$ cat src/rtl/axil_master_cmd.sv
// Single-outstanding AXI4-Lite master: turns valid/ready read/write commands into AXI transactions.
// Latency is 3 cycles from accept to rsp_valid against an immediate slave; a hung slave is aborted after TIMEOUT_CYCLES.
module axil_master_cmd #(
    parameter int C_M_AXI_DATA_WIDTH = 32,
    parameter int C_M_AXI_ADDR_WIDTH = 8,
    parameter int TIMEOUT_CYCLES     = 256
) (
    input  logic                          M_AXI_ACLK,
    input  logic                          M_AXI_ARESET,
    input  logic                          cmd_valid,
    output logic                          cmd_ready,
    input  logic                          cmd_write,
    input  logic [C_M_AXI_ADDR_WIDTH-1:0] cmd_addr,
    input  logic [C_M_AXI_DATA_WIDTH-1:0] cmd_wdata,
    output logic                          rsp_valid,
    input  logic                          rsp_ready,
    output logic [C_M_AXI_DATA_WIDTH-1:0] rsp_rdata,
    output logic [1:0]                    rsp_resp,
    output logic                          rsp_timeout,
    output logic [C_M_AXI_ADDR_WIDTH-1:0] M_AXI_AWADDR,
    output logic                          M_AXI_AWVALID,
    input  logic                          M_AXI_AWREADY,
    output logic [C_M_AXI_DATA_WIDTH-1:0] M_AXI_WDATA,
    output logic                          M_AXI_WVALID,
    input  logic                          M_AXI_WREADY,
    input  logic [1:0]                    M_AXI_BRESP,
    input  logic                          M_AXI_BVALID,
    output logic                          M_AXI_BREADY,
    output logic [C_M_AXI_ADDR_WIDTH-1:0] M_AXI_ARADDR,
    output logic                          M_AXI_ARVALID,
    input  logic                          M_AXI_ARREADY,
    input  logic [C_M_AXI_DATA_WIDTH-1:0] M_AXI_RDATA,
    input  logic [1:0]                    M_AXI_RRESP,
    input  logic                          M_AXI_RVALID,
    output logic                          M_AXI_RREADY
);

    localparam int CW = $clog2(TIMEOUT_CYCLES) + 1;
    // Abort on the edge where the count reaches TIMEOUT_CYCLES-1, so the
    // response appears TIMEOUT_CYCLES cycles after accept. AXI handshakes
    // are suppressed in that final cycle so none is half-taken.
    localparam logic [CW-1:0] TO_ARM = CW'(TIMEOUT_CYCLES - 2);

    typedef enum logic [2:0] {
        IDLE, WR_REQ, WR_RESP, RD_REQ, RD_RESP, RSP
    } state_t;

    state_t                          state_q, state_d;
    logic [CW-1:0]                   cnt_q, cnt_d;
    logic                            aw_done_q, aw_done_d;
    logic                            w_done_q, w_done_d;
    logic [C_M_AXI_ADDR_WIDTH-1:0]   awaddr_q, awaddr_d;
    logic [C_M_AXI_ADDR_WIDTH-1:0]   araddr_q, araddr_d;
    logic [C_M_AXI_DATA_WIDTH-1:0]   wdata_q, wdata_d;
    logic [C_M_AXI_DATA_WIDTH-1:0]   rdata_q, rdata_d;
    logic [1:0]                      resp_q, resp_d;
    logic                            timeout_q, timeout_d;
    logic                            busy;
    logic                            to_hit;

    assign busy   = (state_q == WR_REQ) || (state_q == WR_RESP) ||
                    (state_q == RD_REQ) || (state_q == RD_RESP);
    assign to_hit = busy && (cnt_q == TO_ARM);

    assign M_AXI_AWADDR = awaddr_q;
    assign M_AXI_WDATA  = wdata_q;
    assign M_AXI_ARADDR = araddr_q;
    assign rsp_rdata    = rdata_q;
    assign rsp_resp     = resp_q;
    assign rsp_timeout  = timeout_q;

    always_ff @(posedge M_AXI_ACLK) begin
        if (M_AXI_ARESET) begin
            state_q   <= IDLE;
            cnt_q     <= '0;
            aw_done_q <= 1'b0;
            w_done_q  <= 1'b0;
            awaddr_q  <= '0;
            araddr_q  <= '0;
            wdata_q   <= '0;
            rdata_q   <= '0;
            resp_q    <= 2'b00;
            timeout_q <= 1'b0;
        end else begin
            state_q   <= state_d;
            cnt_q     <= cnt_d;
            aw_done_q <= aw_done_d;
            w_done_q  <= w_done_d;
            awaddr_q  <= awaddr_d;
            araddr_q  <= araddr_d;
            wdata_q   <= wdata_d;
            rdata_q   <= rdata_d;
            resp_q    <= resp_d;
            timeout_q <= timeout_d;
        end
    end

    always_comb begin
        state_d       = state_q;
        cnt_d         = cnt_q;
        aw_done_d     = aw_done_q;
        w_done_d      = w_done_q;
        awaddr_d      = awaddr_q;
        araddr_d      = araddr_q;
        wdata_d       = wdata_q;
        rdata_d       = rdata_q;
        resp_d        = resp_q;
        timeout_d     = timeout_q;
        cmd_ready     = 1'b0;
        rsp_valid     = 1'b0;
        M_AXI_AWVALID = 1'b0;
        M_AXI_WVALID  = 1'b0;
        M_AXI_BREADY  = 1'b0;
        M_AXI_ARVALID = 1'b0;
        M_AXI_RREADY  = 1'b0;

        if (busy && (cnt_q != '1)) begin
            cnt_d = cnt_q + CW'(1);
        end

        case (state_q)
            IDLE: begin
                cmd_ready = 1'b1;
                if (cmd_valid) begin
                    cnt_d     = '0;
                    timeout_d = 1'b0;
                    aw_done_d = 1'b0;
                    w_done_d  = 1'b0;
                    if (cmd_write) begin
                        awaddr_d = cmd_addr;
                        wdata_d  = cmd_wdata;
                        state_d  = WR_REQ;
                    end else begin
                        araddr_d = cmd_addr;
                        state_d  = RD_REQ;
                    end
                end
            end
            WR_REQ: begin
                M_AXI_AWVALID = !aw_done_q && !to_hit;
                M_AXI_WVALID  = !w_done_q && !to_hit;
                aw_done_d     = aw_done_q || (M_AXI_AWVALID && M_AXI_AWREADY);
                w_done_d      = w_done_q || (M_AXI_WVALID && M_AXI_WREADY);
                if (aw_done_d && w_done_d) begin
                    state_d = WR_RESP;
                end
            end
            WR_RESP: begin
                M_AXI_BREADY = !to_hit;
                if (M_AXI_BVALID && M_AXI_BREADY) begin
                    resp_d  = M_AXI_BRESP;
                    rdata_d = '0;
                    state_d = RSP;
                end
            end
            RD_REQ: begin
                M_AXI_ARVALID = !to_hit;
                if (M_AXI_ARVALID && M_AXI_ARREADY) begin
                    state_d = RD_RESP;
                end
            end
            RD_RESP: begin
                M_AXI_RREADY = !to_hit;
                if (M_AXI_RVALID && M_AXI_RREADY) begin
                    rdata_d = M_AXI_RDATA;
                    resp_d  = M_AXI_RRESP;
                    state_d = RSP;
                end
            end
            RSP: begin
                rsp_valid = 1'b1;
                if (rsp_ready) begin
                    state_d = IDLE;
                end
            end
            default: begin
                state_d = IDLE;
            end
        endcase

        if (to_hit) begin
            state_d   = RSP;
            timeout_d = 1'b1;
            resp_d    = 2'b10;
            rdata_d   = '0;
        end
    end

endmodule

$ cat config.mk
export PLATFORM = sky130hd
export DESIGN_NAME = axil_master_cmd
export DESIGN_NICKNAME = d
export VERILOG_FILES = /design/src/rtl/axil_master_cmd.sv
export SDC_FILE = /design/constraint.sdc
export NUM_CORES = 1
export LEC_CHECK = 0
export CAP_MARGIN = 20
export CORE_MARGIN = 4
export CORE_UTILIZATION = 38
export CTS_CLUSTER_DIAMETER = 100
export CTS_CLUSTER_SIZE = 8
export DETAILED_ROUTE_END_ITERATION = 8
export GPL_TIMING_DRIVEN = 0
export PLACE_DENSITY = 0.75
export SETUP_SLACK_MARGIN = 0.2
export SLEW_MARGIN = 20
export SYNTH_ARGS = -nofsm -noshare
export SYNTH_HDL_FRONTEND = slang
export SYNTH_SLANG_ARGS = --single-unit
$ cat constraint.sdc
create_clock -name M_AXI_ACLK -period 2 [get_ports M_AXI_ACLK]
set_input_delay 0.6 -clock M_AXI_ACLK [delete_from_list [all_inputs] [get_ports M_AXI_ACLK]]
set_output_delay 0.6 -clock M_AXI_ACLK [all_outputs]
set_load 0.005 [all_outputs]
==> key figures, run 1 <==
Status
  – Outcome: finished with violations
  – Failing checks: setup timing

Worst setup path
  – Worst setup EP type: primary output
  – WP data required: about 1.4 ns
  – Max incr delay on CP: 0.33 ns
  – Worst EP arrival: between 1.5 and 2 ns
  – CP Launch Type: flip-flop
  – Worst-path cell chain: inv_2, ha_4, nand4b_1, or2_0, buf_4, buf_8, and3_4, buf_6
  – Crit Path Class: flip-flop to primary output
  – Worst path slowest cell: dfxtp_2
  – Worst R2R Setup Slack: -0.40 ns
  – CP Max Fanout: 5

Yosys
  – EDFF count, synth: 0
  – Post-Syn Area per Cell: between 8 and 9 um2
  – Mapped Nets: about 580
  – Register area share after synthesis: around half
  – Syn Std Cell Area: between 3000 and 4000 um2
  – Post-synthesis instance total: 490
  – Register bit total from synthesis: just under 100
  – Yosys warns: 0
  – Synth async-reset ratio: 0%
  – Most used DFF post-synth: dfxtp_1
  – Post-synthesis cell type count: between 50 and 60

Route
  – Vias: roughly 4.8k
  – WL per Instance: about 20 um
  – Drt initial violations: 323
  – Final WL: between 15 and 20 mm
  – DRC violations left: 0
  – Routed vias/inst: roughly 5.6
  – Final ANT Viol Nets: 0
  – Pre-antenna DRT Iters: 6

STA
  – Final worst setup slack: -0.458 ns
  – WHS: 0.466 ns
  – Fin. max-slew vios: 0
  – Setup violators final: between 40 and 50
  – Skew final: 0.0345 ns
  – Tcrit/Tclk final: 123%
  – RSZ-0062 raised after global routing: yes
  – Setup_tns: -14.29 ns
  – Period minus WS final: approximately 2.5 ns
  – Worst slew margin: 49.6%
  – Worst slew pin tran: between 0.7 and 0.8 ns
  – Final hold viol count: 0
  – Max Clk Rate: just over 400 MHz

Clock tree
  – Maximum buffer depth of the clock tree: 2
  – Clock latency on the worst-skew pair: around 0.4 ns
  – Reg clk slew, reported paths: between 0.1 and 0.15 ns
  – Root buf cell: clkbuf_8
  – Total clock sinks: 97
  – CTS tree: built
  – CTS buffer count: 9
  – CTS H-Tree Depth: 3

Final layout
  – Post-Layout Cell Count: about 860
  – Area Growth Syn to Fin: 88.6%
  – Layout cells sized above 1: about two fifths
  – Antenna cells: 0
  – Commonest non-fill, non-tap cells in the layout: clkdlybuf4s50_1 (83), a21oi_2 (71), dlygate4sd2_1 (67), nand2_1 (61), dfxtp_2 (51)
  – Nets: slightly above 800
  – Final Core Density: between 70% and 80%
  – Leading cell type in the layout, fill and taps excluded: clkdlybuf4s50_1

Floorplan
  – Rows: 37
  – Core box area: ~10000 um2
  – Die height: between 100 and 150 um
  – Initial Util: roughly 40%
  – Die area: approximately 12000 um2
  – I/O Pins: approximately 180
  – Die W: 111 um

GRT
  – GR Util All Layers: between 20% and 30%
  – GRT overflow: 0
  – Grt met1 use: a little over a quarter
  – Most crowded layer after global routing: met2
  – First-pass GRT wire length: between 20 and 25 mm
  – Met3 Use GR: ~5.2%
  – Largest net degree at the start of global routing: 19
  – Global Route met2 Usage: 40.6%
  – Initial antenna violation count: 0
  – Vias in the first global route: 4646

Power
  – Cell leakage power: between 3 and 4 nW
  – Peak VDD IR: approximately 0.58 mV
  – Sequential power share: between 30% and 40%
  – Pint: 4.12 mW
  – Pwr dens: just under 900 nW/um2
  – Clock network fraction of design power: 19.2%
  – P_sw: between 2 and 3 mW
  – Net Sw Frac: between 30% and 40%
  – Combinational power share: a little under half

Place
  – Post-DP HPWL: 10.0 mm
  – Final RePlAce weighted congestion: 0.837
  – Inst Count DP: 800
  – Port Buf Inserts: about 170
  – Worst slack, placed: -0.652 ns

Run
  – Max-Cap Viols: 0

Min path
  – Worst min path class: flip-flop to flip-flop
==> flip-flops by register name, summed over array words and instances, names as in the netlist <==
| signal | cells |
|---|---|
| w_done_q | 1 |
| aw_done_q | 1 |
| state_q | 3 |
| M_AXI_AWADDR | 8 |
| M_AXI_WDATA | 32 |
| rsp_rdata | 32 |
| rsp_resp | 2 |
| M_AXI_ARADDR | 8 |
| cnt_q | 9 |
| rsp_timeout | 1 |
==> cells in the mapped netlist (all sizes together) (2+ instances only) <==
master	instances	area, um2
ha	3	37.5
nor2	13	51.3
buf	13	77.6
nand3b	2	15.0
o21ai	44	220
or2	2	12.5
a32oi	2	17.5
and3	6	37.5
a21oi	88	440
mux2i	5	50.1
a211oi	2	15.0
clkbuf	29	109
or3	3	23.8
a311o	2	20.0
nand2	99	372
dfxtp	97	1940
nor2b	2	12.5
a211o	2	17.5
nand4b	2	17.5
nor4	2	18.8
nor3	4	20.0
nand4	35	225
inv	9	33.8
nand3	3	15.0
==> per-stage QoR <==
stage	instance area (um2)	power [mW]
2_1_floorplan	4080	3.45
3_3_place_gp	5990	4.30
3_5_place_dp	5990	4.37
4_1_cts	6760	6.03
5_1_grt	7540	6.96
6_report	7540	6.69
==> critical path, delay by kind of cell, from the launching register on <==
kind | cells | cell delay, ns
fa+ha+maj | 1 | 0.11
buf+inv | 4 | 0.44
flops | 1 | 0.33
simple gates | 3 | 0.61
==> layout make-up <==
class | count | area, um2
fillers | 686 | 2740
flip-flops and latches | 97 | 2020
multi-input cells | 342 | 2570
inverters | 9 | 45.0
plain buffers | 42 | 350
repair buffers | 220 | 2190
clock buffers | 10 | 138
clock inverters | 6 | 58.8
well taps | 136 | 170
==> power by group through the flow <==
stage               Clock [mW]  Combinational (mW)  Sequential [mW]
floorplan                    0                1.14             2.30
global placement             0                2.00             2.30
detailed placement           0                2.05             2.31
CTS                       1.29                2.47             2.28
global route              1.38                3.26             2.32
finish                    1.29                3.10             2.30
==> cells by family after synthesis <==
family / share of synthesized area, %
xor+xnor: 0.438
simple gates: 21.3
mux: 1.53
buf+inv: 5.51
compound gates: 21.7
flops: 48.6
fa+ha+maj: 0.939
==> metal layers <==
layer  share of wire (%)  vias to the layer above
met5                   0                        -
met4                 4.5                        0
met3                 5.8                       65
met2                  51                      243
met1                  39                     2307
li1                    -                     2195
==> repair_timing <==
action                     4_1_cts  5_1_grt
hold endpoints to repair         0        0
hold buffers                     0        0
setup endpoints to repair      142      118
setup buffers                   22       15
resized for setup              282      158
cloned                           2        7
pin swaps                       63       28
==> worst paths after layout <==
kind | startpoint | end | depth (start not counted)
max | cnt_q[0] | M_AXI_ARVALID | 8
min | M_AXI_WDATA[27] | M_AXI_WDATA[27] | 2
max reg2reg | cnt_q[0] | state_q[1] | 13
min reg2reg | M_AXI_WDATA[27] | M_AXI_WDATA[27] | 2
Note: power is estimated with default switching activity, not from simulation.
==> run 2: changes to the inputs <==
ABC_AREA = 1   (was unset)
CAP_MARGIN = 0   (was 20)
CORE_UTILIZATION = 39   (was 38)
==> run 2 against run 1 <==
The run still ends with setup timing left. Combinational power fell by 8.1%. Non-clock buffer count fell by 24. Total power fell by 3.4%. Sequential share of layout area rose by 2.2 points. Core utilization fell by 7.0 points. Clock power fell by 3%. Maximum frequency rose by 8.7%. Synthesized cell count rose by 7.3%. Setup slack improved by 0.20 ns. Largest cell class is now buffers.
==> key figures, run 2 <==
Yosys
  – Post-synthesis cell type count: 26 (-51%)
  – Register area share after synthesis: 46.2% (-2.3 points)
  – EDFF count, synth: 0 (unchanged)
  – Yosys warns: 0 (unchanged)
  – Most used DFF post-synth: dfxtp_1
  – Register bit total from synthesis: 97 (unchanged)
  – Syn Std Cell Area: 4200 um2 (+5.1%)
  – Top cells by area, synth: dfxtp_1 (46%), nand2_1 (10%), nand3_2 (6.9%), a21oi_1 (6.4%), a21oi_2 (6.3%)
  – Post-synth top area cell: dfxtp_1
  – Post-Syn Area per Cell: 7.99 um2 (-2.1%)
  – Mapped Nets: 615 (+6.2%)
  – Post-synth top area share: 46.2% (-2.3 points)
  – Most common cell in the netlist: nand2_1
  – Synth async-reset ratio: 0% (unchanged)
  – Post-synthesis instance total: 526 (+7.3%)
  – Commonest cells in the netlist: nand2_1 (113), dfxtp_1 (97), a21oi_1 (54), nand3_1 (51), nor2_1 (49)

Floorplan
  – Die height: 112 um (+1.1%)
  – Rows: 37 (unchanged)
  – Initial Util: 40.3% (+1.4 points)
  – Die W: 112 um (+1.1%)
  – Die area: 12500 um2 (+2.2%)
  – I/O Pins: 176 (unchanged)
  – Core box area: 10400 um2 (+1.4%)

Clock tree
  – Reg clk slew, reported paths: 0.09 ns (-0.02 ns)
  – Maximum buffer depth of the clock tree: 2 (unchanged)
  – Clock latency on the worst-skew pair: 0.35 ns (-0.04 ns)
  – CTS buffer count: 9 (unchanged)
  – Total clock sinks: 97 (unchanged)
  – Root buf cell: clkbuf_8
  – CTS tree: built
  – CTS H-Tree Depth: 3 (unchanged)

Worst setup path
  – Crit. path cell count: 18 (+10)
  – Worst R2R Start: cnt_q[0]
  – Worst-path cell chain: inv_2, ha_4, inv_2, nor2_2, nand2_2, nor2_4, nand2_2, buf_4, buf_4, buf_4, buf_6, inv_4, o21ai_4, nand2_4, clkinv_8, clkbuf_16, nand3_2, a21oi_2
  – Cell family with most CP delay: buffers and inverters
  – Worst EP arrival: 2.51 ns (+0.65 ns)
  – Worst R2R End: rsp_rdata[30]
  – WP data required: 2.25 ns (+0.85 ns)
  – Worst path slowest cell: dfxtp_2
  – Critical path buffers and inverters: 9 (+5)
  – Reg2reg path depth: 18 (+5)
  – Worst R2R Setup Slack: -0.26 ns (+0.14 ns)
  – Worst setup EP type: flip-flop
  – Dominant cell type by count on the critical path: buf_4
  – CP Max Fanout: 5 (unchanged)
  – Crit Path Class: flip-flop to flip-flop
  – Worst setup startpoint: cnt_q[0]
  – Worst setup path end: rsp_rdata[30]
  – CP Launch Type: flip-flop
  – Max incr delay on CP: 0.33 ns (about the same)

Final layout
  – Nets: 834 (+3.0%)
  – Fill cells: 846 (+23%)
  – Finished Cell Area: 6910 um2 (-8.3%)
  – Layout cells sized above 1: 30.9% (-9.9 points)
  – Leading cell type in the layout, fill and taps excluded: nand2_1
  – Area Growth Syn to Fin: 64.6%
  – Commonest non-fill, non-tap cells in the layout: nand2_1 (104), clkdlybuf4s50_1 (85), dlygate4sd2_1 (65), dfxtp_1 (55), a21oi_1 (52)
  – Antenna cells: 0 (unchanged)

Power
  – Cell leakage power: 3.11 nW (-8.2%)
  – Overall Power: 6.47 mW (-3.4%)
  – Peak VDD IR: 0.411 mV (-29%)
  – Pwr dens: 935 nW/um2 (+5.4%)

Place
  – Final RePlAce weighted congestion: 0.874 (+4.5%)
  – Port Buf Inserts: 173 (-0.57%)
  – Dpl cell area: 6100 um2 (+1.9%)
  – Post-DP HPWL: 9.14 mm (-8.9%)

GRT
  – First-pass GRT wire length: 20.4 mm (-12%)
  – GR Util All Layers: 19.8% (-3.0 points)
  – Largest net degree at the start of global routing: 15 (-4)
  – Vias in the first global route: 4274 (-8.0%)
  – Initial antenna violation count: 0 (unchanged)
  – GRT overflow: 0 (unchanged)

STA
  – Final worst setup slack: -0.261 ns (+0.197 ns)
  – RSZ-0062 raised after global routing: yes
  – Max Clk Rate: 442 MHz (+8.7%)
  – Tcrit/Tclk final: 113% (-9.9 points)
  – Setup violators final: 39 (-13%)
  – Worst slew pin tran: 0.521 ns (-0.235 ns)
  – Worst slew margin: 65.3% (+16 points)
  – Fin. max-slew vios: 0 (unchanged)
  – Skew final: 0.00596 ns (-0.0285 ns)
  – Final hold viol count: 0 (unchanged)
  – Period minus WS final: 2.26 ns (-0.197 ns)

Status
  – Failing checks: setup timing
  – Outcome: finished with violations

Route
  – Final WL: 13.7 mm (-19%)
  – WL per Instance: 15.5 um (-21%)
  – Routed vias/inst: 4.96 (-11%)
  – Pre-antenna DRT Iters: 4 (-2)
  – Final ANT Viol Nets: 0 (unchanged)
  – Drt initial violations: 267 (-17%)
  – DRC violations left: 0 (unchanged)
  – Vias: 4381 (-8.9%)

Run
  – Max-Cap Viols: 0 (unchanged)

Min path
  – Hold Startpoint: rsp_resp[1]
  – Worst min path class: flip-flop to flip-flop
run 2: cell count changes after synthesis, sizes merged, moves of 5 or more:
cell,previous run,this run
nand3,3,80
mux2i,5,0
clkbuf,29,19
and3,6,0
nand2,99,116
o21ai,44,20
inv,9,35
nor2,13,50
nand4,35,2
run 2: layout make-up:
class | instances | area [um2] | share of cell area [%]
multi-input combinational | 363 | 2170 | 31.3
timing repair buffer | 206 | 2010 | 29.0
sequential | 97 | 2000 | 29.0
buffer | 32 | 228 | 3.29
tap | 136 | 170 | 2.46
inverter | 35 | 149 | 2.15
clock buffer | 11 | 141 | 2.05
clock inverter | 3 | 42.5 | 0.615
timing repair inverter | 1 | 8.76 | 0.127
run 2: cell families (layout without fill, tap and decap cells):
group                    after synthesis  count (layout)  synth area share, %
AO/OA/AOI/OAI                        104             104                 15.3
adder cells (fa/ha/maj)                3               3                0.894
flip-flops                            97              97                 46.2
buffers and inverters                 67             288                 7.77
AND/OR/NAND/NOR                      252             253                 29.1
XOR/XNOR                               3               3                0.626
run 2: worst min path at each step:
| stage | end | slack (ns) | cells after the start |
|---|---|---|---|
| after floorplan | cnt_q[3] | 0.44 | 2 |
| after global routing | M_AXI_WDATA[19] | 0.48 | 2 |
| after detailed placement | rsp_resp[1] | 0.45 | 2 |
| after global placement | rsp_resp[1] | 0.44 | 2 |
| after CTS | rsp_resp[1] | 0.46 | 2 |
| final | rsp_resp[1] | 0.45 | 2 |
run 2: worst min-delay path, stage by stage (launching register included):
cell and delay (ns):
dfxtp_1 0.32, inv_1 0.05, a21oi_1 0.05
run 2: stage by stage:
stage	setup TNS (ns)	setup WS, ns	hold WS [ns]	utilization, %	std cells
6_report	-8.52	-0.261	0.455	66.4	884
5_1_grt	-12.57	-0.351	0.478	66.4	884
4_1_cts	-6.72	-0.235	0.456	62.0	864
3_5_place_dp	-19.21	-0.387	0.445	58.6	835
3_3_place_gp	-16.67	-0.349	0.438	58.6	835
2_1_floorplan	0	0.246	0.435	-	526
run 2: report_power, final:
part | switching (mW) | total (mW) | leakage (nW) | internal [mW]
registers | 0.165 | 2.36 | 0.807 | 2.19
logic | 1.52 | 2.85 | 2.21 | 1.33
clock network | 0.656 | 1.25 | 0.0913 | 0.598
total | 2.34 | 6.47 | 3.11 | 4.12
run 2: per-layer routing:
metal	global-route usage, %	routed length, um	vias up
met2	31.0	6370	197
li1	-	-	2159
met4	6.49	247	0
met5	0	0	-
met3	6.36	1150	19
met1	25.9	5950	2006
run 2: timing repair:
action                     4_1_cts  5_1_grt
setup endpoints to repair      179      112
pin swaps                        9       16
resized for setup              165      100
buffers inserted                14       15
hold buffers                     0        0
cloned                           1        5
